`config.mk`:
```
export PLATFORM = sky130hd
export DESIGN_NAME = sec_violation_ctrl
export DESIGN_NICKNAME = d
export VERILOG_FILES = /design/src/rtl/sec_violation_ctrl.sv
export SDC_FILE = /design/constraint.sdc
export NUM_CORES = 1
export LEC_CHECK = 0
export CORE_ASPECT_RATIO = 2
export CORE_MARGIN = 10
export CORE_UTILIZATION = 37
export CTS_BUF_LIST = sky130_fd_sc_hd__clkbuf_4
export DETAILED_ROUTE_END_ITERATION = 12
export PLACE_DENSITY_LB_ADDON = 0.15
export SYNTH_ARGS = -nofsm -noshare
export SYNTH_HDL_FRONTEND = slang
export SYNTH_SLANG_ARGS = --single-unit
```
`constraint.sdc`:
```
create_clock -name clk_i -period 1.7 [get_ports clk_i]
set_input_delay 0.51 -clock clk_i [delete_from_list [all_inputs] [get_ports clk_i]]
set_output_delay 0.51 -clock clk_i [all_outputs]
set_load 0.02 [all_outputs]
```
`src/rtl/sec_violation_ctrl.sv`:
```
// Security violation controller: qualifies per-source violation pulses, logs and
// counts them, and raises a redirect request with REQ/HOLD handshaking to the frontend.
module sec_violation_ctrl #(
  parameter int unsigned NUM_SRC     = 4,
  parameter logic [31:0] CRASH_ADDR  = 32'h0000_0000,
  parameter int unsigned HOLD_CYCLES = 2
) (
  input  logic                       clk_i,
  input  logic                       rst_ni,
  input  logic [NUM_SRC-1:0]         viol_i,
  input  logic                       valid_i,
  input  logic [31:0]                pc_i,
  input  logic                       en_crash_i,
  input  logic                       clr_i,
  input  logic                       flush_ack_i,
  output logic                       crash_req_o,
  output logic [31:0]                crash_target_o,
  output logic [$clog2(NUM_SRC)-1:0] cause_o,
  output logic [31:0]                cause_pc_o,
  output logic [NUM_SRC-1:0]         viol_log_o,
  output logic [7:0]                 viol_cnt_o,
  output logic                       busy_o
);

  localparam int unsigned CAW = $clog2(NUM_SRC);
  // Keep the hold counter at least one bit wide so HOLD_CYCLES=0 still elaborates.
  localparam int unsigned HCW = (HOLD_CYCLES > 0) ? $clog2(HOLD_CYCLES + 1) : 1;

  localparam logic [1:0] S_IDLE = 2'd0;
  localparam logic [1:0] S_REQ  = 2'd1;
  localparam logic [1:0] S_HOLD = 2'd2;

  logic [1:0]         state_q, state_d;
  logic               crash_req_q, crash_req_d;
  logic [CAW-1:0]     cause_q, cause_d;
  logic [31:0]        cause_pc_q, cause_pc_d;
  logic [NUM_SRC-1:0] viol_log_q, viol_log_d;
  logic [7:0]         viol_cnt_q, viol_cnt_d;
  logic [HCW-1:0]     hold_cnt_q, hold_cnt_d;

  logic [NUM_SRC-1:0] qual;
  logic               any_qual;
  logic [CAW-1:0]     first_idx;
  logic               found;

  always_comb begin
    qual      = viol_i & {NUM_SRC{valid_i}};
    any_qual  = |qual;
    first_idx = '0;
    found     = 1'b0;
    for (int unsigned i = 0; i < NUM_SRC; i++) begin
      if (qual[i] && !found) begin
        first_idx = CAW'(i);
        found     = 1'b1;
      end
    end
  end

  always_comb begin
    state_d    = state_q;
    cause_d    = cause_q;
    cause_pc_d = cause_pc_q;
    hold_cnt_d = hold_cnt_q;

    case (state_q)
      S_IDLE: begin
        if (any_qual && en_crash_i) begin
          state_d    = S_REQ;
          cause_d    = first_idx;
          cause_pc_d = pc_i;
        end
      end
      S_REQ: begin
        if (flush_ack_i) begin
          if (HOLD_CYCLES == 0) begin
            state_d = S_IDLE;
          end else begin
            state_d    = S_HOLD;
            hold_cnt_d = HCW'(HOLD_CYCLES);
          end
        end
      end
      S_HOLD: begin
        if (hold_cnt_q <= HCW'(1)) begin
          state_d    = S_IDLE;
          hold_cnt_d = '0;
        end else begin
          hold_cnt_d = hold_cnt_q - HCW'(1);
        end
      end
      default: begin
        state_d    = S_IDLE;
        hold_cnt_d = '0;
      end
    endcase

    // Request flop tracks the next state so crash_req_o is a pure register output.
    crash_req_d = (state_d == S_REQ);

    if (clr_i) begin
      viol_log_d = '0;
      viol_cnt_d = '0;
    end else begin
      viol_log_d = viol_log_q | qual;
      viol_cnt_d = (any_qual && (viol_cnt_q != 8'hFF)) ? viol_cnt_q + 8'd1 : viol_cnt_q;
    end
  end

  always_ff @(posedge clk_i or negedge rst_ni) begin
    if (!rst_ni) begin
      state_q     <= S_IDLE;
      crash_req_q <= 1'b0;
      cause_q     <= '0;
      cause_pc_q  <= '0;
      viol_log_q  <= '0;
      viol_cnt_q  <= '0;
      hold_cnt_q  <= '0;
    end else begin
      state_q     <= state_d;
      crash_req_q <= crash_req_d;
      cause_q     <= cause_d;
      cause_pc_q  <= cause_pc_d;
      viol_log_q  <= viol_log_d;
      viol_cnt_q  <= viol_cnt_d;
      hold_cnt_q  <= hold_cnt_d;
    end
  end

  assign crash_req_o    = crash_req_q;
  assign crash_target_o = CRASH_ADDR;
  assign cause_o        = cause_q;
  assign cause_pc_o     = cause_pc_q;
  assign viol_log_o     = viol_log_q;
  assign viol_cnt_o     = viol_cnt_q;
  assign busy_o         = (state_q != S_IDLE);

endmodule

```
==> results of run 1 <==
## per-layer routing
metal	up-vias	wire (um)	track usage
met5	-	0	0
met4	0	204	0.0714
met3	14	575	0.0559
met2	79	3880	0.255
met1	946	2400	0.117
li1	1013	-	-
## through the flow
step                setup WS [ns]  total power (W)  hold slack (ns)   util
finish                    -0.0191          0.00478           0.0697  0.550
global route              -0.0860          0.00515           0.0807  0.550
CTS                       -0.0413          0.00487           0.0766  0.550
detailed placement         -0.447          0.00452            0.461  0.546
global placement           -0.431          0.00449            0.456  0.546
floorplan                  0.0256          0.00320            0.214      -
## how the worst max path moves through the flow
stage | startpoint | endpoint | slack [ns] | cells after the start
after CTS | state_q[1]$_DFF_PN0_ | busy_o | -0.04 | 4
after global placement | viol_i[3] | state_q[1]$_DFF_PN0_ | -0.43 | 6
after global routing | state_q[0]$_DFF_PN0_ | busy_o | -0.09 | 4
final | state_q[1]$_DFF_PN0_ | busy_o | -0.02 | 4
after floorplan | state_q[0]$_DFF_PN0_ | cause_pc_o[0]$_DFFE_PN0P_ | 0.03 | 7
after detailed placement | viol_i[3] | cause_pc_o[6]$_DFFE_PN0P_ | -0.45 | 6
## what timing repair did
item / in CTS / in global routing
pin swaps: 1 / 0
setup endpoints to repair: 73 / 48
cloned: 0 / 0
resized for setup: 69 / 15
## synth_stat cells (2+ instances only)
library cell	n
nor2b_1	4
buf_4	35
o31ai_1	2
clkbuf_1	3
xor2_1	2
dfrtp_1	51
nor3_1	4
mux2i_1	2
nand2_1	102
ha_1	5
inv_1	7
a21oi_1	9
nand3_1	5
nor2_1	13
o21ai_0	5
## registers in the layout, summed over array words and instances (netlist names)
name	flops
viol_log_o	4
cause_pc_o	32
hold_cnt_q	2
state_q	2
crash_req_o	1
cause_o	2
viol_cnt_o	8
## layout make-up
cell class	count	area share
tap	86	0.0308
sequential	51	0.365
clock inverter	2	0.00358
timing repair buffer	109	0.290
clock buffer	6	0.0129
antenna	1	0.000716
inverter	7	0.00823
multi-input combinational	201	0.289
## kinds of logic (layout without fill, tap and decap cells)
family	after synthesis	in the layout	synth area share
other	1	33	0.00153
and+or+nand+nor	134	134	0.226
AOI/OAI and AO/OA	26	26	0.0853
muxes	2	2	0.00817
adders and majority gates	5	5	0.0255
buffers and inverters	47	124	0.126
xor gates and xnor gates	2	2	0.00715
DFF	51	51	0.521
## critical path, cell delays in order (launching register included)
cell     delay, ns
dfrtp_1       0.42
inv_2         0.09
ha_4          0.15
inv_4         0.04
buf_6         0.12
## where the power goes
group          switching [W]  total [W]  internal, W
sequential          0.000210    0.00186      0.00165
clock               0.000397   0.000573     0.000176
combinational        0.00141    0.00235     0.000945
==> impl_metrics.tcl, run 1 <==
set metrics [dict create \
    status "finished, violations left" \
    failed_checks "negative setup slack" \
    yosysWarnings 0 \
    area_delta_synth_final_pct 42.7 \
    first_iter_violations 131 \
    layout_common_cells "nand2_1, dfrtp_1, clkdlybuf4s50_1" \
    tns_ns -0.0191 \
    place_inst 454 \
    postCtsSetupBuffers 0 \
    drc 0 \
    hp-class "in2async" \
    grt_max_degree 52 \
    ant_nets 0 \
    clock_path_buffers 2 \
    floorplan.rows 41 \
    multi_input_area_um2 1010 \
    final_cell_area_um2 3500 \
    fin_nets 422 \
    cp-start-kind "flop" \
    syn_area_um2 2450 \
    period_needed_ns 1.72 \
    ys_types 34 \
    vias 2052 \
    crit_path_max_fanout 2 \
    synthFlopType "dfrtp_1" \
    finalWorstSetupSlack_ns -0.0191 \
    ys_seq_area_frac 0.521 \
    clk_latency_ns 0.38 \
    regToRegEndpoint "viol_cnt_o[5]$_DFFE_PN0P_" \
    regToRegSetupSlack_ns 0.12 \
    initial_core_util 0.385 \
    synth_top_area_frac 0.521 \
    drive_above_1_share 0.133 \
    grt_pass1_wl_um 11100 \
    dp_hpwl_um 5620 \
    dpl_cell_area_um2 3470 \
    final_hold_viol_count 0 \
    holdBufCountCts 0 \
    reg2reg_depth 5 \
    rr_startpoint "viol_cnt_o[0]$_DFFE_PN0P_" \
    synth_top_cell_by_area "dfrtp_1" \
    rsz0062_at_grt "yes" \
    mostFrequentLayoutCell "nand2_1" \
    leakagePower_nw 1.82 \
    cp.required_ns 1.19 \
    cp.arrival_ns 1.21 \
    avgViaCountPerCell 4.43 \
    wl_um 7070 \
    async_reset_ff_frac 1.00 \
    final-instance-count-excl-fill 463 \
    htree_levels 2 \
    irDropWorstVdd_v 0.000483 \
    finClkSkew_ns 0.0101 \
    ys_ff_latch 51 \
    cts_sinks 51 \
    pwr_density_cell_nw_per_um2 1370 \
    chipWidth_um 77.6 \
    end_kind "output pin" \
    antenna_found_initial 1 \
    synthCells 268 \
    grt_use_total 0.135 \
    fmax_mhz 582 \
    yosys-top-cells-area "dfrtp_1, nand2_1, buf_4, ha_1, nor2_1" \
    seq_area_um2 1280 \
    nFillCells 621 \
    critical_path_class "reg2out" \
    clk_pin_slew_ns 0.15 \
    clock-root-buffer "clkbuf_4" \
    final-setup-viol-count 1 \
    synth_edf_count 0 \
    fin_crit_sh 1.01 \
    slew_viol_final 0 \
    gr-total-overflow 0 \
    tritoncts "yes" \
    cts_buffers 5 \
    globalplace.congestion 0.756 \
    dr.pass1.iters 4 \
    avgRoutedWirePerCell_um 15.3 \
    cap_violations 0 \
    core_area_um2 6360 \
    dieArea_um2 10500 \
    placement.io_buffers 89 \
    grt_pass1_vias 2172 \
    die_y_um 135 \
    synth_area_per_cell_um2 9.15 \
    num_io_pins 122 \
]
(Power assumes the default switching activity.)
==> inputs of run 2 (changes only) <==
Settings changed: HOLD_SLACK_MARGIN from default to 0.1.
==> run 2 against run 1 <==
  * The flow still finishes with violations (negative setup slack)
  * Sequential share of layout area fell by 0.10 points
  * Via count barely moved
  * Flip-flop and latch count did not move
  * First-iteration DRC count fell by 1.5%
  * Design area rose by 0.29%
  * Clock power barely moved
  * Global-route usage did not move
  * Clock skew did not move
  * Total power barely moved
  * Critical path depth did not move
==> impl_metrics.tcl, run 2 (synthesis gave the netlist of run 1 again) <==
set metrics [dict create \
    critical_path_class "reg2out" \
    grt_max_degree 52 \
    tns_ns -0.0191 \
    path_delay_family "flip-flops" \
    mostFrequentLayoutCell "nand2_1" \
    finalWorstSetupSlack_ns -0.0191 \
    layout_common_cells "nand2_1, dfrtp_1, clkdlybuf4s50_1" \
    cts_buffers 5 \
    irDropWorstVdd_v 0.000483 \
    final-setup-viol-count 1 \
    antenna_found_initial 1 \
    area_delta_synth_final_pct 43.1 \
    slew_viol_final 0 \
    tritoncts "yes" \
    crit_chain "inv_2 > ha_4 > inv_4 > buf_6" \
    dpl_cell_area_um2 3470 \
    seq_area_um2 1280 \
    leakagePower_nw 1.83 \
    rsz0062_at_grt "yes" \
    grt_use_total 0.135 \
    wl_um 7070 \
    cap_violations 0 \
    avgRoutedWirePerCell_um 15.2 \
    fin_crit_sh 1.01 \
    core_area_um2 6360 \
    crit_path_max_fanout 2 \
    fin_nets 423 \
    drc 0 \
    crit_buf_inv 3 \
    floorplan.rows 41 \
    grt_pass1_wl_um 11100 \
    die_y_um 135 \
    cp.required_ns 1.19 \
    postCtsSetupBuffers 0 \
    chipWidth_um 77.6 \
    first_iter_violations 129 \
    htree_levels 2 \
    status "finished, violations left" \
    initial_core_util 0.385 \
    failed_checks "negative setup slack" \
    finClkSkew_ns 0.0101 \
    hold_ws_ns 0.483 \
    cts_sinks 51 \
    dp_hpwl_um 5620 \
    vias 2054 \
    fmax_mhz 582 \
    dr.pass1.iters 4 \
    cp.arrival_ns 1.21 \
    pwr_density_cell_nw_per_um2 1360 \
    hp-class "reg2reg" \
    final_cell_area_um2 3510 \
    grt_pass1_vias 2172 \
    crit_slowest_cell "dfrtp_1" \
    largest_register_ff_count 32 \
    dieArea_um2 10500 \
    pre_cts_ws_ns -0.447 \
    ant_nets 0 \
    end_kind "output pin" \
    design_power_total_w 0.00479 \
    avgViaCountPerCell 4.43 \
    globalplace.congestion 0.756 \
    clock_path_buffers 2 \
    multi_input_area_um2 1010 \
    gr-total-overflow 0 \
    clk_pin_slew_ns 0.15 \
    clock-root-buffer "clkbuf_4" \
    critPathMaxStageDelay_ns 0.42 \
    drive_above_1_share 0.133 \
    placement.io_buffers 89 \
    clk_latency_ns 0.38 \
    num_io_pins 122 \
    nFillCells 620 \
    period_needed_ns 1.72 \
    cp-start-kind "flop" \
    final_hold_viol_count 0 \
]
==> run 2: metal layers <==
metal / wire length [um] / global-route usage
met5: 0 / 0
met4: 204 / 0.0714
met3: 575 / 0.0559
met2: 3890 / 0.255
met1: 2410 / 0.117
==> run 2: where the power goes <==
group / switching, W / internal (W)
clock network: 0.000397 / 0.000176
logic: 0.00141 / 0.000947
registers: 0.000210 / 0.00165
total: 0.00201 / 0.00277
==> run 2: timing repair <==
action | 4_1_cts | 5_1_grt
hold buffers | 1 | 0
resized for setup | 69 | 15
pin swaps | 1 | 0
setup endpoints to repair | 73 | 48
endpoints found under the hold margin | 51 | 0
==> run 2: area by class of cell <==
cell class,count,area share
multi-input cells,201,0.288
clock inverters,2,0.00357
well taps,86,0.0307
repair buffers,110,0.292
inverters,7,0.00821
diodes,1,0.000714
clock buffers,6,0.0128
flip-flops and latches,51,0.364
==> run 2: final timing paths <==
kind | start | end | slack, ns | cells after the start
setup / recovery | state_q[1]$_DFF_PN0_ | busy_o | -0.02 | 4
hold / removal | cause_pc_o[11]$_DFFE_PN0P_ | cause_pc_o[11]$_DFFE_PN0P_ | 0.48 | 2
setup reg to reg | viol_cnt_o[0]$_DFFE_PN0P_ | viol_cnt_o[5]$_DFFE_PN0P_ | 0.12 | 5
hold reg to reg | cause_pc_o[11]$_DFFE_PN0P_ | cause_pc_o[11]$_DFFE_PN0P_ | 0.48 | 2
max in group asynchronous | rst_ni | cause_pc_o[29]$_DFFE_PN0P_ | 0.84 | 3
min in group asynchronous | rst_ni | viol_cnt_o[4]$_DFFE_PN0P_ | 0.61 | 3
==> run 2: through the flow <==
stage,instances,util
floorplan,299,-
global placement,454,0.546
detailed placement,454,0.546
CTS,463,0.551
global route,464,0.551
finish,464,0.551
==> run 2: worst min-delay path, cell delays in order, from the launching register on <==
cell and delay [ns]:
dfrtp_1 0.36, nand2_1 0.05, nand2_1 0.05
==> inputs of run 3 (changes only) <==
Settings changed: CORE_MARGIN 10 to 5.
==> run 3 against run 2 <==
  * The flow still finishes with violations (negative setup slack)
  * Sequential power barely moved
  * Critical path depth unchanged
  * Cell count increased by 2.2%
  * Highest routed layer unchanged
  * Largest power group unchanged
  * Largest cell class unchanged
  * Register-to-register slack got worse by 0.06 ns
  * Utilization grew 0.82 points
  * Clock skew shrank 0.0044 ns
  * Worst hold slack lost 0.00066 ns
  * Fmax rose by 1.1%
  * First-iteration DRC count is 42% lower
  * Global-route usage grew 2.2 points
  * Flip-flop and latch count is the same
  * Setup slack improved by 0.019 ns
==> impl_metrics.tcl, run 3 (synthesis gave the netlist of run 1 again) <==
set metrics [dict create \
    placement.io_buffers 89 \
    period_needed_ns 1.70 \
    grt_pass1_wl_um 10300 \
    finalWorstSetupSlack_ns -0.000594 \
    die_y_um 125 \
    grt_pass1_vias 2192 \
    gr-total-overflow 0 \
    clock_path_buffers 2 \
    min_path_cells 2 \
    finClkSkew_ns 0.00569 \
    p_int_w 0.00289 \
    hp-class "reg2reg" \
    drive_above_1_share 0.140 \
    crit_path_max_fanout 3 \
    grt_max_degree 32 \
    slew_viol_final 0 \
    clock-root-buffer "clkbuf_4" \
    wl_um 6420 \
    globalplace.congestion 0.809 \
    cap_violations 0 \
    end_kind "output pin" \
    reg2reg_depth 5 \
    fmax_mhz 588 \
    initial_core_util 0.376 \
    cts_sinks 51 \
    pre_cts_ws_ns -0.801 \
    area_delta_synth_final_pct 48.7 \
    vias 2087 \
    crit_buf_inv 3 \
    failed_checks "negative setup slack" \
    p_seq_frac 0.380 \
    floorplan.rows 42 \
    pwr-share-clk 0.106 \
    critical_path_class "reg2out" \
    cts_buffers 5 \
    dpl_cell_area_um2 3460 \
    antenna_found_initial 0 \
    crit_cells 4 \
    first_iter_violations 75 \
    pwr_density_cell_nw_per_um2 1350 \
    dp_hpwl_um 4640 \
    cp.required_ns 1.19 \
    avgViaCountPerCell 4.40 \
    core_area_um2 6520 \
    largest_register_ff_count 32 \
    crit_slowest_cell "dfrtp_1" \
    crit_chain "inv_2 > ha_4 > inv_6 > buf_6" \
    cp-start-kind "flop" \
    path_delay_family "flip-flops" \
    tritoncts "yes" \
    critPathMaxStageDelay_ns 0.42 \
    drc 0 \
    final_cell_area_um2 3650 \
    htree_levels 2 \
    power.switching_w 0.00204 \
    mostFrequentLayoutCell "nand2_1" \
    final_hold_viol_count 0 \
    p_comb_frac 0.514 \
    fin_crit_sh 1.00 \
    clk_latency_ns 0.36 \
    antenna_cells 0 \
    dieArea_um2 8450 \
    cp.arrival_ns 1.19 \
    num_io_pins 122 \
    rsz0062_at_grt "yes" \
    chipWidth_um 67.6 \
    clk_pin_slew_ns 0.14 \
    dr.pass1.iters 4 \
    status "finished, violations left" \
    grt_use_total 0.157 \
    swShare 0.414 \
    avgRoutedWirePerCell_um 13.5 \
    layout_common_cells "nand2_1, dfrtp_1, dlygate4sd2_1" \
    fin_nets 433 \
    leakagePower_nw 1.90 \
    irDropWorstVdd_v 0.000689 \
    ant_nets 0 \
    final-setup-viol-count 1 \
]
## run 3: final timing paths
path	startpoint	slack, ns	endpoint
worst min-delay path	cause_pc_o[26]$_DFFE_PN0P_	0.48	cause_pc_o[26]$_DFFE_PN0P_
worst max-delay path	state_q[1]$_DFF_PN0_	-0.0006	busy_o
worst min register to register	cause_pc_o[26]$_DFFE_PN0P_	0.48	cause_pc_o[26]$_DFFE_PN0P_
worst max register to register	viol_cnt_o[0]$_DFFE_PN0P_	0.06	viol_cnt_o[5]$_DFFE_PN0P_
min in group asynchronous	rst_ni	0.63	cause_pc_o[27]$_DFFE_PN0P_
max in group asynchronous	rst_ni	0.51	viol_cnt_o[3]$_DFFE_PN0P_
## run 3: stage by stage
stage	std cells	TNS (ns)	hold slack, ns	total power [W]	util
finish	474	-0.000594	0.483	0.00492	0.560
detailed placement	454	-31.45	0.462	0.00448	0.531
global route	474	-0.0782	0.516	0.00531	0.560
global placement	454	-27.71	0.457	0.00442	0.531
CTS	469	-0.0945	0.489	0.00488	0.551
floorplan	299	0	0.214	0.00320	-
## run 3: routing by layer
layer,up-vias,global-route usage,wire length (um)
met1,967,0.199,2610
met3,6,0.0601,579
met2,78,0.244,3140
li1,1036,-,-
met5,-,0,0
met4,0,0.0502,87
## run 3: timing repair
item	in CTS	in global routing
setup endpoints to repair	91	25
endpoints found under the hold margin	20	0
setup buffers	5	5
cloned	2	0
gates resized for setup	67	12
hold buffers	1	0
pin swaps	3	3
## run 3: cell type report
type / count / area (um^2)
Fill cell: 670 / 2870
Sequential cell: 51 / 1280
Timing Repair Buffer: 119 / 1140
Multi-Input combinational cell: 202 / 1030
Tap cell: 88 / 110
Clock buffer: 5 / 37.5
Inverter: 7 / 31.3
Clock inverter: 2 / 13.8
## run 3: power groups by stage
stage	clock (W)	sequential [W]	combinational, W
5_1_grt	0.000607	0.00194	0.00276
3_5_place_dp	0	0.00191	0.00257
4_1_cts	0.000560	0.00187	0.00245
2_1_floorplan	0	0.00242	0.000779
6_report	0.000522	0.00187	0.00253
3_3_place_gp	0	0.00190	0.00252
## run 3: worst reg2reg max path: stages, from the launching register on
cell	delay, ns
dfrtp_1	0.43
ha_1	0.26
nand3_1	0.17
o21ai_4	0.10
or4_4	0.49
a21oi_2	0.14
